--- config.mk ---
export PLATFORM = sky130hd
export DESIGN_NAME = instr_fetch_flat
export DESIGN_NICKNAME = d
export VERILOG_FILES = /design/src/rtl/cpu_pkg.sv /design/src/rtl/instr_fetch_if.sv /design/src/rtl/if_skid_buf.sv /design/src/rtl/instr_fetch.sv /design/src/flat_wrapper.sv
export SDC_FILE = /design/constraint.sdc
export NUM_CORES = 1
export LEC_CHECK = 0
export BUFFER_PORTS_ARGS = -buffer_cell sky130_fd_sc_hd__buf_4
export CORE_MARGIN = 2
export CORE_UTILIZATION = 55
export CTS_BUF_LIST = sky130_fd_sc_hd__clkbuf_8
export DETAILED_ROUTE_END_ITERATION = 8
export PLACE_DENSITY_LB_ADDON = 0.3
export SKIP_LAST_GASP = 1
export SYNTH_ARGS = -nofsm -noshare
export SYNTH_HDL_FRONTEND = slang
export SYNTH_SLANG_ARGS = --single-unit
--- constraint.sdc ---
create_clock -name clk -period 15.9 [get_ports clk]
set_input_delay 0.795 -clock clk [delete_from_list [all_inputs] [get_ports clk]]
set_output_delay 0.795 -clock clk [all_outputs]
set_load 0.005 [all_outputs]
--- src/rtl/cpu_pkg.sv ---
`default_nettype none
// ============================================================================
//  Module      : cpu_pkg
//  Description : Shared types and constants for the RV64 core front end:
//                address width, reset PC, NOP encoding, fetch FSM states and
//                the major opcodes used by the control unit.
//  Revision    : 1.0 - initial release
// ============================================================================
package cpu_pkg;

    localparam int          XLEN             = 64;
    localparam logic [63:0] RESET_PC_DEFAULT = 64'h0;
    localparam logic [31:0] NOP_INSTR        = 32'h0000_0013;   // addi x0, x0, 0

    localparam logic [6:0]  OPC_LOAD   = 7'b0000011;
    localparam logic [6:0]  OPC_STORE  = 7'b0100011;
    localparam logic [6:0]  OPC_ARITH  = 7'b0110011;
    localparam logic [6:0]  OPC_BRANCH = 7'b1100011;

    typedef enum logic [1:0] {
        ST_FETCH = 2'd0,    // ready to issue a request
        ST_WAIT  = 2'd1,    // one request outstanding, response kept
        ST_DROP  = 2'd2     // one request outstanding, response discarded
    } fetch_state_t;

endpackage
`default_nettype wire

--- src/rtl/instr_fetch_if.sv ---
`default_nettype none
// ============================================================================
//  Module      : instr_fetch_if
//  Description : Instruction-memory request/response bundle. The fetch stage
//                is the master, instruction memory is the slave.
//  Revision    : 1.0 - initial release
// ============================================================================
interface instr_fetch_if #(
    parameter int XLEN = cpu_pkg::XLEN
);
    logic            imem_req_valid;
    logic            imem_req_ready;
    logic [XLEN-1:0] imem_req_addr;
    logic            imem_rsp_valid;
    logic [31:0]     imem_rsp_data;

    modport master (
        output imem_req_valid,
        output imem_req_addr,
        input  imem_req_ready,
        input  imem_rsp_valid,
        input  imem_rsp_data
    );

    modport slave (
        input  imem_req_valid,
        input  imem_req_addr,
        output imem_req_ready,
        output imem_rsp_valid,
        output imem_rsp_data
    );
endinterface
`default_nettype wire

--- src/rtl/if_skid_buf.sv ---
`default_nettype none
// ============================================================================
//  Module      : if_skid_buf
//  Description : One-entry {instr, pc} buffer that catches a fetch response
//                arriving while decode is stalled. hold marks occupancy.
//                Priority: flush > load > drain.
//  Revision    : 1.0 - initial release
// ============================================================================
module if_skid_buf
    import cpu_pkg::*;
#(
    parameter int XLEN = cpu_pkg::XLEN
) (
    input  wire logic            clk,
    input  wire logic            rst,
    input  wire logic            load,
    input  wire logic            drain,
    input  wire logic            flush,
    input  wire logic [31:0]     in_instr,
    input  wire logic [XLEN-1:0] in_pc,
    output logic                 hold,
    output logic [31:0]          out_instr,
    output logic [XLEN-1:0]      out_pc
);

    logic            hold_q,  hold_d;
    logic [31:0]     instr_q, instr_d;
    logic [XLEN-1:0] pc_q,    pc_d;

    // Next-state: a redirect empties the buffer even if a load is requested.
    always_comb begin
        hold_d  = hold_q;
        instr_d = instr_q;
        pc_d    = pc_q;
        if (flush) begin
            hold_d = 1'b0;
        end else if (load) begin
            hold_d  = 1'b1;
            instr_d = in_instr;
            pc_d    = in_pc;
        end else if (drain) begin
            hold_d = 1'b0;
        end
    end

    // Buffer registers.
    always_ff @(posedge clk or posedge rst) begin
        if (rst) begin
            hold_q  <= 1'b0;
            instr_q <= NOP_INSTR;
            pc_q    <= '0;
        end else begin
            hold_q  <= hold_d;
            instr_q <= instr_d;
            pc_q    <= pc_d;
        end
    end

    assign hold      = hold_q;
    assign out_instr = instr_q;
    assign out_pc    = pc_q;

endmodule
`default_nettype wire

--- src/rtl/instr_fetch.sv ---
`default_nettype none
// ============================================================================
//  Module      : instr_fetch
//  Description : RV64 instruction fetch stage. Holds the PC, issues one
//                outstanding 32-bit fetch at a time, fills the registered
//                IF/ID slot, absorbs decode stalls with a one-entry skid
//                buffer and cancels in-flight responses on redirect.
//  Revision    : 1.0 - initial release
// ============================================================================
module instr_fetch
    import cpu_pkg::*;
#(
    parameter int              XLEN     = cpu_pkg::XLEN,
    parameter logic [XLEN-1:0] RESET_PC = XLEN'(cpu_pkg::RESET_PC_DEFAULT)
) (
    input  wire logic            clk,
    input  wire logic            rst,
    instr_fetch_if.master        imem,
    input  wire logic            stall,
    input  wire logic            branch_taken,
    input  wire logic [XLEN-1:0] branch_target,
    output logic                 if_valid,
    output logic [31:0]          if_instr,
    output logic [XLEN-1:0]      if_pc,
    output logic [6:0]           if_opcode
);

    localparam logic [XLEN-1:0] PC_STEP = XLEN'(4);

    fetch_state_t    state_q,    state_d;
    logic [XLEN-1:0] pc_q,       pc_d;
    logic            if_valid_q, if_valid_d;
    logic [31:0]     if_instr_q, if_instr_d;
    logic [XLEN-1:0] if_pc_q,    if_pc_d;

    logic            skid_hold, skid_load, skid_drain, skid_flush;
    logic [31:0]     skid_instr;
    logic [XLEN-1:0] skid_pc;

    logic            slot_free;
    logic            req_fire;
    logic            rsp_pending;

    // The slot can take new data if it is empty or decode is draining it now.
    assign slot_free = !if_valid_q || !stall;

    assign imem.imem_req_valid = !rst && (state_q == ST_FETCH) && !skid_hold;
    assign imem.imem_req_addr  = pc_q;
    assign req_fire            = imem.imem_req_valid && imem.imem_req_ready;

    // A response is still owed after this cycle if one was accepted now, or
    // one is outstanding and does not arrive this cycle. Only then can DROP
    // be left by a later beat; otherwise the beat is discarded in this cycle.
    assign rsp_pending = (state_q == ST_FETCH && req_fire) ||
                         ((state_q == ST_WAIT || state_q == ST_DROP) && !imem.imem_rsp_valid);

    if_skid_buf #(.XLEN(XLEN)) u_skid (
        .clk       (clk),
        .rst       (rst),
        .load      (skid_load),
        .drain     (skid_drain),
        .flush     (skid_flush),
        .in_instr  (imem.imem_rsp_data),
        .in_pc     (pc_q),
        .hold      (skid_hold),
        .out_instr (skid_instr),
        .out_pc    (skid_pc)
    );

    // Next-state, PC and IF/ID slot update; redirect overrides everything.
    always_comb begin
        state_d    = state_q;
        pc_d       = pc_q;
        if_valid_d = if_valid_q;
        if_instr_d = if_instr_q;
        if_pc_d    = if_pc_q;
        skid_load  = 1'b0;
        skid_drain = 1'b0;
        skid_flush = 1'b0;

        if (branch_taken) begin
            pc_d       = {branch_target[XLEN-1:2], 2'b00};
            if_valid_d = 1'b0;
            skid_flush = 1'b1;
            state_d    = rsp_pending ? ST_DROP : ST_FETCH;
        end else begin
            if (if_valid_q && !stall) begin
                if_valid_d = 1'b0;
            end
            if (skid_hold && slot_free) begin
                if_valid_d = 1'b1;
                if_instr_d = skid_instr;
                if_pc_d    = skid_pc;
                skid_drain = 1'b1;
            end
            case (state_q)
                ST_FETCH: begin
                    if (req_fire) begin
                        state_d = ST_WAIT;
                    end
                end
                ST_WAIT: begin
                    if (imem.imem_rsp_valid) begin
                        pc_d    = pc_q + PC_STEP;
                        state_d = ST_FETCH;
                        if (slot_free) begin
                            if_valid_d = 1'b1;
                            if_instr_d = imem.imem_rsp_data;
                            if_pc_d    = pc_q;
                        end else begin
                            skid_load = 1'b1;
                        end
                    end
                end
                ST_DROP: begin
                    if (imem.imem_rsp_valid) begin
                        state_d = ST_FETCH;
                    end
                end
                default: state_d = ST_FETCH;
            endcase
        end
    end

    // State, PC and IF/ID slot registers.
    always_ff @(posedge clk or posedge rst) begin
        if (rst) begin
            state_q    <= ST_FETCH;
            pc_q       <= RESET_PC;
            if_valid_q <= 1'b0;
            if_instr_q <= NOP_INSTR;
            if_pc_q    <= '0;
        end else begin
            state_q    <= state_d;
            pc_q       <= pc_d;
            if_valid_q <= if_valid_d;
            if_instr_q <= if_instr_d;
            if_pc_q    <= if_pc_d;
        end
    end

    assign if_valid  = if_valid_q;
    assign if_instr  = if_instr_q;
    assign if_pc     = if_pc_q;
    assign if_opcode = if_instr_q[6:0];

endmodule
`default_nettype wire

--- src/flat_wrapper.sv ---
// flat-port wrapper written by rule: the top's interface ports become plain ports
module instr_fetch_flat import cpu_pkg::*;
#(
    parameter int              XLEN     = cpu_pkg::XLEN,
    parameter logic [XLEN-1:0] RESET_PC = XLEN'(cpu_pkg::RESET_PC_DEFAULT)
)
  (clk, rst, stall, branch_taken, branch_target, if_valid, if_instr, if_pc, if_opcode, imem_imem_req_valid, imem_imem_req_addr, imem_imem_req_ready, imem_imem_rsp_valid, imem_imem_rsp_data);
  instr_fetch_if #(.XLEN(XLEN)) imem_i ();
  input  wire logic clk;
  input  wire logic rst;
  input  wire logic stall;
  input  wire logic branch_taken;
  input  wire logic [XLEN-1:0] branch_target;
  output logic if_valid;
  output logic [31:0] if_instr;
  output logic [XLEN-1:0] if_pc;
  output logic [6:0] if_opcode;
  output wire logic [$bits(imem_i.imem_req_valid)-1:0] imem_imem_req_valid;
  output wire logic [$bits(imem_i.imem_req_addr)-1:0] imem_imem_req_addr;
  input wire logic [$bits(imem_i.imem_req_ready)-1:0] imem_imem_req_ready;
  input wire logic [$bits(imem_i.imem_rsp_valid)-1:0] imem_imem_rsp_valid;
  input wire logic [$bits(imem_i.imem_rsp_data)-1:0] imem_imem_rsp_data;
  assign imem_imem_req_valid = imem_i.imem_req_valid;
  assign imem_imem_req_addr = imem_i.imem_req_addr;
  assign imem_i.imem_req_ready = imem_imem_req_ready;
  assign imem_i.imem_rsp_valid = imem_imem_rsp_valid;
  assign imem_i.imem_rsp_data = imem_imem_rsp_data;
  instr_fetch #(.XLEN(XLEN), .RESET_PC(RESET_PC)) u_core (.clk(clk), .rst(rst), .imem(imem_i), .stall(stall), .branch_taken(branch_taken), .branch_target(branch_target), .if_valid(if_valid), .if_instr(if_instr), .if_pc(if_pc), .if_opcode(if_opcode));
endmodule
Word level (Yosys, flattened, before mapping)
Cells that the tools add are included.

Add/sub/neg operators: 1. Multiply operators: 0. Divide/modulo/power cells: 0. Order comparisons: 0. Equality and inequality tests: 4. Shifts and indexed selects: 0. Mux-type cells: 32. Bitwise operators: 1. Reduce and logical (&&, ||, !) cells: 23.

Operator list (number): $mux W64 (7); $mux W32 (4); $add A64 B3 Y64 const B (1); $mux W1 (16); $mux W2 (4); $logic_and A1 B1 Y1 (7); $reduce_and A2 Y1 (3); $logic_not A1 Y1 (5); $pmux W2 S2 (1); $reduce_bool A2 Y1 (2); $logic_or A1 B1 Y1 (3); $ne A3 B1 Y1 const B (1); $ne A3 B2 Y1 const B (1); $reduce_bool A3 Y1 (1); $eq A2 B1 Y1 const B (1); $eq A2 B2 Y1 const B (1); $logic_not A2 Y1 (1); $reduce_or A2 Y1 (1); $not A1 Y1 (1).

Flip-flop bits (word level): 260. Latch bits: 0. RAM bits: 0. Bits in read-only memories: 0. Input bits: 102. Output and inout port bits: 169. Word-level logic and storage cells: 69. Memories kept: 0.

Logic depth before layout (Yosys ltp)
Gate-level depths: netlist (run 1).

Word-level depth: 8. Gate-level depth with buffers: 9. Depth with buffers taken out: 7.

Cells and area by module
A second synthesis (run 1) with hierarchy kept.

Cell total of the unflattened synthesis: 1101. Area total of the unflattened synthesis: 11758.8 um^2.

By module, submodules not included: instr_fetch (instances 1, cells each 892, area an instance 7940.1 um^2, seq. area each 4032.6 um^2); if_skid_buf (instances 1, cells each 209, area an instance 3818.7 um^2, seq. area each 2431.1 um^2).

Worst setup path before layout (run 1)
No wires, ideal clock.

Path kind: in2reg. Start: input imem_imem_rsp_valid. End: register u_core.u_skid.instr_q[21] (netlist: u_core.u_skid.out_instr[21]). Setup time: 125 ps. Arrival: 2177 ps. Data required time: 15775 ps. Setup slack: 13598 ps. Stages: 5. Buffers on the path: 2. Cells stage by stage: nand2_1 -> nor3_1 -> clkbuf_1 -> buf_2 -> mux2_2.

Longest elaborated chain between the ends: 4.

Ends and longest elaborated chain: start, declared (RTL line flat_wrapper.sv:21) `input wire logic [$bits(imem_i.imem_rsp_valid)-1:0] imem_imem_rsp_valid;`; $mux W1 (RTL line instr_fetch.sv:103) `if (imem.imem_rsp_valid) begin`; $mux W1 (RTL line instr_fetch.sv:96) `case (state_q)`; $mux W1 (RTL line instr_fetch.sv:81) `if (branch_taken) begin`; $reduce_and A2 Y1 (no line); end signal, assigned (RTL line if_skid_buf.sv:54) `instr_q <= instr_d;`; end, declared (RTL line if_skid_buf.sv:27) `logic [31:0] instr_q, instr_d;`.

Every way passes these cells. A chain may end at the register's enable or synchronous reset.

Worst setup path after layout (run 1)
Start: register u_core.state_q[1]. End: register u_core.u_skid.instr_q[19] (netlist: u_core.u_skid.out_instr[19]).

Longest elaborated chain between the ends: 4.

Ends and longest elaborated chain: start, declared (RTL line instr_fetch.sv:30) `fetch_state_t state_q, state_d;`; start signal, assigned (RTL line instr_fetch.sv:134) `state_q <= state_d;`; $eq A2 B1 Y1 (RTL line instr_fetch.sv:96); $mux W1 (RTL line instr_fetch.sv:96); $mux W1 (RTL line instr_fetch.sv:81); $reduce_and A2 Y1 (no line).

Every way passes these cells.

==> results of run 1 <==
==> routing by layer <==
metal  vias up  global-route usage [%]  wire (um)
met5         -                       0          0
met2       360                    45.8      15100
met1      4914                    38.1      13500
met4         0                    7.92        669
met3        53                    6.28       2460
li1       4420                       -          -
==> cell families (layout without fill, tap and decap cells) <==
group           after synthesis  after routing  share of synthesized area, %
xor+xnor                     35             35                          2.62
fa+ha+maj                     3              3                         0.321
buf+inv                      98            363                          3.65
simple gates                321            321                          14.3
flops                       256            256                          54.9
compound gates              278            278                          14.6
mux                          99             99                          9.52
other cells                   1              2                        0.0321
==> worst paths after layout <==
check                                               from                                   endpoint  slack [ns]  depth (start not counted)
setup reg to reg           u_core.state_q[1]$_DFFE_PP0P_    u_core.u_skid.out_instr[19]$_DFFE_PP0P_       12.76                          7
hold reg to reg              u_core.if_pc[4]$_DFFE_PP0N_                u_core.if_pc[4]$_DFFE_PP0N_        0.48                          2
hold / removal                         branch_target[35]  u_core.imem.imem_req_addr[35]$_DFFE_PP0N_        0.47                          3
setup / recovery           u_core.state_q[1]$_DFFE_PP0P_    u_core.u_skid.out_instr[19]$_DFFE_PP0P_       12.76                          7
max in group asynchronous                            rst  u_core.imem.imem_req_addr[30]$_DFFE_PP0N_       14.07                          3
min in group asynchronous                            rst             u_core.u_skid.hold$_DFFE_PP0P_        0.49                          2
==> critical path: cells and delay by family, from the launching register on <==
| family | cells | cell delay [ns] |
|---|---|---|
| buf+inv | 3 | 1.35 |
| simple gates | 2 | 0.55 |
| mux | 1 | 0.41 |
| flops | 1 | 0.38 |
| fa+ha+maj | 1 | 0.26 |
==> state kept, by name (all words and copies together), names as in the netlist <==
register,count
u_core.if_instr,32
u_core.if_pc,64
u_core.if_valid,1
u_core.imem.imem_req_addr,62
u_core.state_q,2
u_core.u_skid.hold,1
u_core.u_skid.out_instr,32
u_core.u_skid.out_pc,62
==> power by group through the flow <==
stage,combinational (uW),sequential [uW],clock (uW)
after floorplan,170,890,0
after CTS,450,891,596
after global routing,497,908,625
final,445,892,585
after detailed placement,447,901,0
after global placement,431,894,0
==> stage by stage <==
stage | power, uW | hold WS (ns) | instance area (um^2) | std cells | setup WS [ns]
after floorplan | 1060 | 0.457 | 11700 | 1092 | 8.07
after global placement | 1320 | 0.462 | 13700 | 1554 | 12.36
after detailed placement | 1350 | 0.471 | 13700 | 1554 | 12.32
after CTS | 1940 | 0.440 | 14600 | 1632 | 12.79
after global routing | 2030 | 0.453 | 14600 | 1632 | 12.58
final | 1920 | 0.466 | 14600 | 1632 | 12.76
==> area by class of cell <==
type	instances	area (um^2)
clock buffers	58	798
clock inverters	20	85.1
fillers	1582	6330
inverters	12	52.6
multi-input cells	738	4880
flip-flops and latches	256	6410
well taps	275	344
repair buffers	273	2050
==> Yosys cell counts, drive strengths merged, types with 13 or more instances <==
master and n:
a22oi 94, a31oi 23, buf 31, clkbuf 55, dfrtp 250, mux2 97, nand2 153, nand3 27
nand4 30, nor2 28, o21ai 137, o31ai 13, or4 16, xor2 23
==> results.ini, run 1 <==
[power]
comb_power_share_pct=23.1
power.switching_uw=565
ir_worst_vdd_mv=0.106
power.internal_uw=1360
power.density_nw_per_um2=131
power.share.switching_pct=29.4
static-leakage-power_uw=0.00679
clockPowerShare_pct=30.4
pwr-share-seq_pct=46.4

[yosys]
synth-seq-area-share_pct=54.9
synth_largest_area_cell=dfrtp_1
largest_cells_by_area_after_synthesis=dfrtp_1 54%, mux2_2 9.3%, a22oi_1 6.0%
netlist-cell-type-count=45
synthesis.area_um2=11700
synth_top_flop_cell=dfrtp_1
synthesis.instances=1091
syn_warnings=0
synth.top_cell.area_share_pct=53.5
synth-edff-count=0
postSynthAreaPerCell_um2=10.7
async_set_or_reset_flop_fraction_in_the_synthesized_netlist_pct=100
synth_seq_cells=256

[clocking]
postCtsSetupBuffers=0
clock_pin_slew_on_the_worst_setup_and_hold_paths_ns=0.06
cts_repair_resize_count=0
postCtsHoldBufs=0
cts.sink_count=256
level_count_of_the_clock_h_tree=2
tritoncts_clock_tree=yes
numCtsBuffers=43
max-clock-path-buffers=3
clk_tree_root_cell=clkbuf_8
clock_insertion_delay_worst_skew_ns=0.54

[timing]
timing_worst_slew_pin_value_ns=1.20
clock_skew_ns=0.0195
timing.final.crit_share_pct=19.8
final-hold-violation-count=0
setup_viol=0
max_freq_mhz=318
drv_slew=0
maxSlewHeadroom_pct=19.7
summed_negative_setup_slack_over_all_endpoints_ns=0
grt_setup_unrepaired=no
post-route-min-period_ns=3.14

[global_routing]
overflow=0
number_of_antenna_violations_at_the_first_check_in_global_routing=0
first_global_vias=9612
grt_first_pass_wirelength_um=50300
global_route.usage.total_pct=28.1
grt_start_max_net_pins=135

[route]
drc_errors=0
detailed_route_wire_length_per_cell_um=19.4
drt.antenna.violating_nets=0
totalWireLength_um=31700
vias=9747
vias_per_cell=5.97
drt_pre_antenna_iters=5
detailedRoute.firstIterationViolations=565

[hold_path]
hold_path_class=in -> reg

[setup_path]
cp_cell_sequence=inv_1, ha_1, nand2_1, nor3_2, buf_4, buf_4, mux2_2
cp_data_required_time_ns=16.32
slowest_stage=buf_4
worst_setup_path_start_kind=flip-flop
cp_common_cell=buf_4
worst_ep_arrival_time_ns=3.56
timing.setup.critical_path_class=reg -> reg
critical_path_peak_fanout=50
crit_path_end_kind=flip-flop
slowest_delay_ns=0.68

[die]
rows=53
horizontal_extent_of_the_die_um=150
initial_core_utilization_pct=55.8
placeableCoreArea_um2=21000
die_area_um2=22400
die_height_um=150
ios=271

[layout]
syn_to_final_growth_pct=25.1
postLayoutCoreUtil_pct=69.8
layout.cells.most_common_list=273 x buf_4, 250 x dfrtp_1, 153 x nand2_1
diodes=0
layout_commonest_cell=buf_4
layout_cells_sized_above_1_pct=33.6
final_net_count=1429

[place]
place_congestion=0.820
hpwl_um=20000
placement.io_buffers=266

[job]
timing.max_cap.violations=0

[outcome]
status=completed

(Power assumes the default switching activity.)
==> run 2, diff against run 1 <==
- CORE_UTILIZATION: 55 -> 51
- clock period: 15.9 -> 2.6 ns (I/O delays scaled with it)
==> run 2 against run 1 <==
Effect of this change: combinational power grew to 6.6 times the previous value; core utilization is 0.51 points higher; largest power group unchanged; clock power rose to 6.1 times the previous value; critical endpoint is now u_core.imem.imem_req_addr[53]$_DFFE_PP0N_.
==> results.ini, run 2 (same netlist as run 1, synthesis figures left out) <==
[layout]
final_net_count=1546  ; +8.2%
layout_commonest_cell=buf_4
layout.cells.most_common_list=282 x buf_4, 250 x dfrtp_1, 153 x nand2_1
largest_register_ffs=64  ; unchanged
design_area_um2=15900  ; +8.5%
layout_cells_sized_above_1_pct=32.3  ; -1.3 points
final_cells=1761  ; +7.9%
postLayoutCoreUtil_pct=70.3  ; +0.51 points
syn_to_final_growth_pct=35.8
diodes=0  ; unchanged

[clocking]
clk_tree_root_cell=clkbuf_8
level_count_of_the_clock_h_tree=2  ; unchanged
numCtsBuffers=44  ; +2.3%
clock_pin_slew_on_the_worst_setup_and_hold_paths_ns=0.07  ; about the same
cts.sink_count=256  ; unchanged
clock_insertion_delay_worst_skew_ns=0.55  ; about the same
postCtsSetupBuffers=0  ; unchanged
tritoncts_clock_tree=yes
cts_repair_resize_count=0  ; unchanged
max-clock-path-buffers=3  ; unchanged

[place]
detailed_place.area_um2=14000  ; +1.9%
numPlacedInstances=1582  ; +1.8%
hpwl_um=21000  ; +5.2%
post-place-ws_ns=0.186  ; -12.14 ns
placement.io_buffers=266  ; unchanged
place_congestion=0.849  ; +3.6%

[timing]
grt_setup_unrepaired=no
drv_slew=0  ; unchanged
post-route-min-period_ns=2.38  ; -0.761 ns
timing.final.crit_share_pct=91.6  ; +72 points
timing_worst_slew_pin_value_ns=0.868  ; -0.336 ns
maxSlewHeadroom_pct=42.1  ; +22 points
fin_ws_ns=0.218  ; -12.54 ns
clock_skew_ns=0.0212  ; +0.00172 ns
max_freq_mhz=420  ; +32%
setup_viol=0  ; unchanged
final-hold-violation-count=0  ; unchanged

[route]
drt.antenna.violating_nets=0  ; unchanged
met3WireLength_um=2400  ; -2.7%
detailed_route_wire_length_per_cell_um=19.3  ; -0.48%
totalWireLength_um=34000  ; +7.4%
top_routing_layer_in_use=met4
detailed_routing_wirelength_on_met1_um=14600  ; +8.4%
vias_per_cell=5.80  ; -2.8%
routed-wl-met2_um=15800  ; +5.1%
drt_pre_antenna_iters=5  ; unchanged
detailedRoute.firstIterationViolations=775  ; +37%
drc_errors=0  ; unchanged
vias=10200  ; +4.8%

[global_routing]
first_global_vias=10300  ; +7.7%
grt_start_max_net_pins=139  ; +3.0%
number_of_antenna_violations_at_the_first_check_in_global_routing=0  ; unchanged
overflow=0  ; unchanged
grt_first_pass_wirelength_um=54400  ; +8.1%
global_route.usage.total_pct=28.0  ; -0.057 points

[setup_path]
critical_path_peak_fanout=17  ; -66%
worst_setup_path_start_kind=flip-flop
crit_path_end_kind=flip-flop
worst_ep_arrival_time_ns=2.84  ; -0.72 ns
r2r_setup_slack_ns=0.22  ; -12.54 ns
timing.setup.critical_path_class=reg -> reg
cp_data_required_time_ns=3.06  ; -13.26 ns

[outcome]
status=completed

[die]
die_height_um=155  ; +3.7%
placeableCoreArea_um2=22600  ; +7.7%
horizontal_extent_of_the_die_um=155  ; +3.7%
initial_core_utilization_pct=51.8  ; -4.0 points
die_area_um2=24100  ; +7.6%
ios=271  ; unchanged
rows=55  ; +3.8%

[hold_path]
hold_path_class=in -> reg

[power]
power.density_nw_per_um2=754  ; +470%
total_power_consumption_of_the_routed_design_uw=12000  ; +520%
static-leakage-power_uw=0.00732  ; +7.8%
ir_worst_vdd_mv=0.544  ; +410%

[job]
timing.max_cap.violations=0  ; unchanged

[run 2: cell types whose count changed in the layout (fill, tap and decap cells not counted), sizes merged]
cell	change
buf	+18
clkbuf	-1
clkinv	+4
clkinvlp	+2
dlygate4sd3	+98
inv	-2
[run 2: timing repair]
item                       in CTS  in global routing
setup endpoints to repair       0                  1
hold buffers                   98                  0
hold endpoints to repair      380                  0
[run 2: report_power, final]
group | internal, uW | leakage [uW] | total [uW] | switching [uW]
clock | 1960 | 0.000520 | 3580 | 1620
combinational | 1620 | 0.00347 | 2930 | 1300
sequential | 4820 | 0.00332 | 5460 | 639
[run 2: final timing paths]
check	from	endpoint	depth (start not counted)
max in group asynchronous	rst	u_core.u_skid.out_pc[42]$_DFFE_PP0P_	4
min in group asynchronous	rst	u_core.u_skid.out_pc[6]$_DFFE_PP0P_	4
hold reg to reg	u_core.if_pc[57]$_DFFE_PP0N_	u_core.if_pc[57]$_DFFE_PP0N_	2
setup reg to reg	u_core.imem.imem_req_addr[14]$_DFFE_PP0N_	u_core.imem.imem_req_addr[53]$_DFFE_PP0N_	5
setup / recovery	u_core.imem.imem_req_addr[14]$_DFFE_PP0N_	u_core.imem.imem_req_addr[53]$_DFFE_PP0N_	5
hold / removal	branch_taken	u_core.if_valid$_DFF_PP0_	2
[run 2: metrics by stage]
stage	TNS (ns)	hold WS, ns
after global routing	0	0.0479
after detailed placement	0	0.343
after CTS	0	0.0253
final	0	0.0557
after global placement	0	0.338
after floorplan	-224.23	0.251
[run 2: metal layers]
layer	global-route usage, %	up-vias
met4	11.2	0
met1	38.1	5016
li1	-	4664
met3	5.71	95
met5	0	-
met2	44.4	444
[run 2: critical path, stage by stage, from the launching register on]
cell and delay, ns:
dfrtp_1 0.49, nand4_2 0.30, nor4_4 0.50, nand3_4 0.29
or4_1 0.54, a31oi_1 0.17
[run 2: area by class of cell]
class	instances	area (um^2)
Multi-Input combinational cell	738	4880
Clock buffer	57	785
Tap cell	285	357
Inverter	12	48.8
Sequential cell	256	6410
Clock inverter	24	104
Fill cell	1614	6710
Timing Repair Buffer	389	3280
==> run 3, diff against run 2 <==
- HOLD_SLACK_MARGIN: not set -> 0.06
- PLACE_DENSITY_LB_ADDON: 0.3 -> 0.2
==> run 3 against run 2 <==
Effect of this change: worst setup slack hardly changed; final cell count is 0.34% higher; fmax hardly changed; clock skew is 0.0041 ns lower; routed wire length is 1.0% lower; die area stayed put; worst hold slack better by 0.095 ns; first-iteration DRC count is 27% lower; power is 1.6% lower; sequential cell count stayed put; clock power is 4% lower; combinational power hardly changed; critical endpoint is now u_core.imem.imem_req_addr[51]$_DFFE_PP0N_; largest cell class unchanged; highest routed layer unchanged.
==> results.ini, run 3 (same netlist as run 1, synthesis figures left out) <==
[clocking]
postCtsSetupBuffers=0  ; unchanged
numCtsBuffers=44  ; unchanged
tritoncts_clock_tree=yes
clock_pin_slew_on_the_worst_setup_and_hold_paths_ns=0.06  ; about the same
clock_insertion_delay_worst_skew_ns=0.54  ; about the same
level_count_of_the_clock_h_tree=2  ; unchanged
cts.sink_count=256  ; unchanged
clk_tree_root_cell=clkbuf_8
max-clock-path-buffers=3  ; unchanged

[hold_path]
hold_path_class=in -> async

[layout]
final-seq-area_um2=6410  ; unchanged
syn_to_final_growth_pct=35.8  ; about the same
design_area_um2=15900  ; about the same
total_of_fill_cells_in_the_finished_design=1675  ; +3.8%
layout.cells.most_common_list=286 x buf_4, 250 x dfrtp_1, 153 x nand2_1
area_used_by_multi_input_combinational_logic_um2=4880  ; unchanged
layout_commonest_cell=buf_4
largest_register_ffs=64  ; unchanged
layout_cells_sized_above_1_pct=31.9  ; -0.38 points
final_net_count=1553  ; +0.45%

[place]
placement.io_buffers=266  ; unchanged
place_congestion=0.823  ; -3.1%
hpwl_um=20800  ; -0.90%
detailed_place.area_um2=14000  ; +0.21%
post-place-ws_ns=0.230  ; +0.0438 ns

[die]
ios=271  ; unchanged
horizontal_extent_of_the_die_um=155  ; unchanged
initial_core_utilization_pct=51.8  ; unchanged
die_height_um=155  ; unchanged
die_area_um2=24100  ; unchanged
rows=55  ; unchanged
placeableCoreArea_um2=22600  ; unchanged

[route]
detailed_route_wire_length_per_cell_um=19.1  ; -1.3%
totalWireLength_um=33700  ; -1.0%
vias=10100  ; -1.3%
drt_pre_antenna_iters=5  ; unchanged
drt.antenna.violating_nets=0  ; unchanged
detailedRoute.firstIterationViolations=564  ; -27%
vias_per_cell=5.71  ; -1.6%
drc_errors=0  ; unchanged

[global_routing]
number_of_antenna_violations_at_the_first_check_in_global_routing=1  ; +1
m2_gr_usage_pct=43.8  ; -0.57 points
first_global_vias=10100  ; -2.8%
grt_first_pass_wirelength_um=53400  ; -1.7%
grt_start_max_net_pins=127  ; -8.6%
grtUsageMet1_pct=37.7  ; -0.39 points
global_route.peak_usage_layer=met2
use_met3_pct=5.77  ; +0.056 points
overflow=0  ; unchanged
global_route.usage.total_pct=27.6  ; -0.41 points

[job]
timing.max_cap.violations=0  ; unchanged

[timing]
max_freq_mhz=420  ; about the same
setup_viol=0  ; unchanged
timing_worst_slew_pin_value_ns=1.11  ; +0.239 ns
clock_skew_ns=0.0172  ; -0.00406 ns
maxSlewHeadroom_pct=26.2  ; -16 points
grt_setup_unrepaired=no
drv_slew=0  ; unchanged
post-route-min-period_ns=2.38  ; +0.0000460 ns
fin_ws_ns=0.218  ; -0.0000460 ns
whs_ns=0.151  ; +0.0951 ns
timing.final.crit_share_pct=91.6  ; about the same
final-hold-violation-count=0  ; unchanged

[power]
static-leakage-power_uw=0.00734  ; +0.33%
power.density_nw_per_um2=742  ; -1.6%
ir_worst_vdd_mv=0.558  ; +2.5%

[setup_path]
timing.reg2reg.worst_path_depth=5  ; unchanged
timing.critical_path.buf_inv=0  ; unchanged
slowest_stage=nor4_4
slowest_delay_ns=0.54  ; about the same
critical_path_peak_fanout=17  ; unchanged
worst_setup_path_start_kind=flip-flop
cp_cell_sequence=nand4_4, nor4_4, nand3_4, or4_1, a31oi_1
worst_ep_arrival_time_ns=2.84  ; about the same
timing.setup.critical_path_class=reg -> reg
crit_path_end_kind=flip-flop
cp_num_cells=5  ; unchanged
cp_data_required_time_ns=3.06  ; about the same
critical-path-top-delay-family=simple AND/OR/NAND/NOR gates

[outcome]
status=completed

[run 3: path summary, 6_finish.rpt]
path	from	to	slack [ns]
setup reg to reg	u_core.imem.imem_req_addr[10]$_DFFE_PP0N_	u_core.imem.imem_req_addr[51]$_DFFE_PP0N_	0.22
max in group asynchronous	rst	u_core.imem.imem_req_addr[4]$_DFFE_PP0N_	1.65
setup / recovery	u_core.imem.imem_req_addr[10]$_DFFE_PP0N_	u_core.imem.imem_req_addr[51]$_DFFE_PP0N_	0.22
hold / removal	rst	u_core.u_skid.out_instr[31]$_DFFE_PP0P_	0.15
min in group clk	branch_target[22]	u_core.imem.imem_req_addr[22]$_DFFE_PP0N_	0.35
hold reg to reg	u_core.if_pc[2]$_DFFE_PP0N_	u_core.if_pc[2]$_DFFE_PP0N_	0.48
[run 3: layout make-up]
| type | instances | area share (%) |
|---|---|---|
| flip-flops and latches | 256 | 40.4 |
| clock buffers | 52 | 4.51 |
| well taps | 285 | 2.25 |
| inverters | 12 | 0.308 |
| repair buffers | 396 | 21.0 |
| clock inverters | 27 | 0.710 |
| diodes | 1 | 0.0158 |
| multi-input cells | 738 | 30.7 |
[run 3: worst min-delay path: stages]
cell	delay [ns]
dlygate4sd3_1	0.58
buf_4	0.16
clkinvlp_4	0.18
[run 3: metrics by stage]
stage	setup TNS, ns	cells	total power, uW	utilization, %
after detailed placement	0	1586	8270	62.1
after CTS	0	1766	11800	70.3
final	0	1767	11800	70.3
after global placement	0	1586	8160	62.1
after global routing	0	1767	12500	70.3
after floorplan	-224.23	1092	6480	-
[run 3: what timing repair did]
action                                 in CTS  in global routing
endpoints found under the hold margin     380                  0
hold buffers                              101                  0
resized for setup                           0                  0
[run 3: power by group]
group / switching [uW] / internal, uW / leakage (uW) / total (uW)
sequential: 612 / 4820 / 0.00332 / 5430
clock: 1620 / 1810 / 0.000509 / 3430
combinational: 1280 / 1630 / 0.00351 / 2910
total: 3510 / 8260 / 0.00734 / 11800
[run 3: metal layers]
layer,vias up,wire length (um)
li1,4665,-
met1,4938,14600
met2,396,15700
met3,86,2290
met4,0,1090
met5,-,0
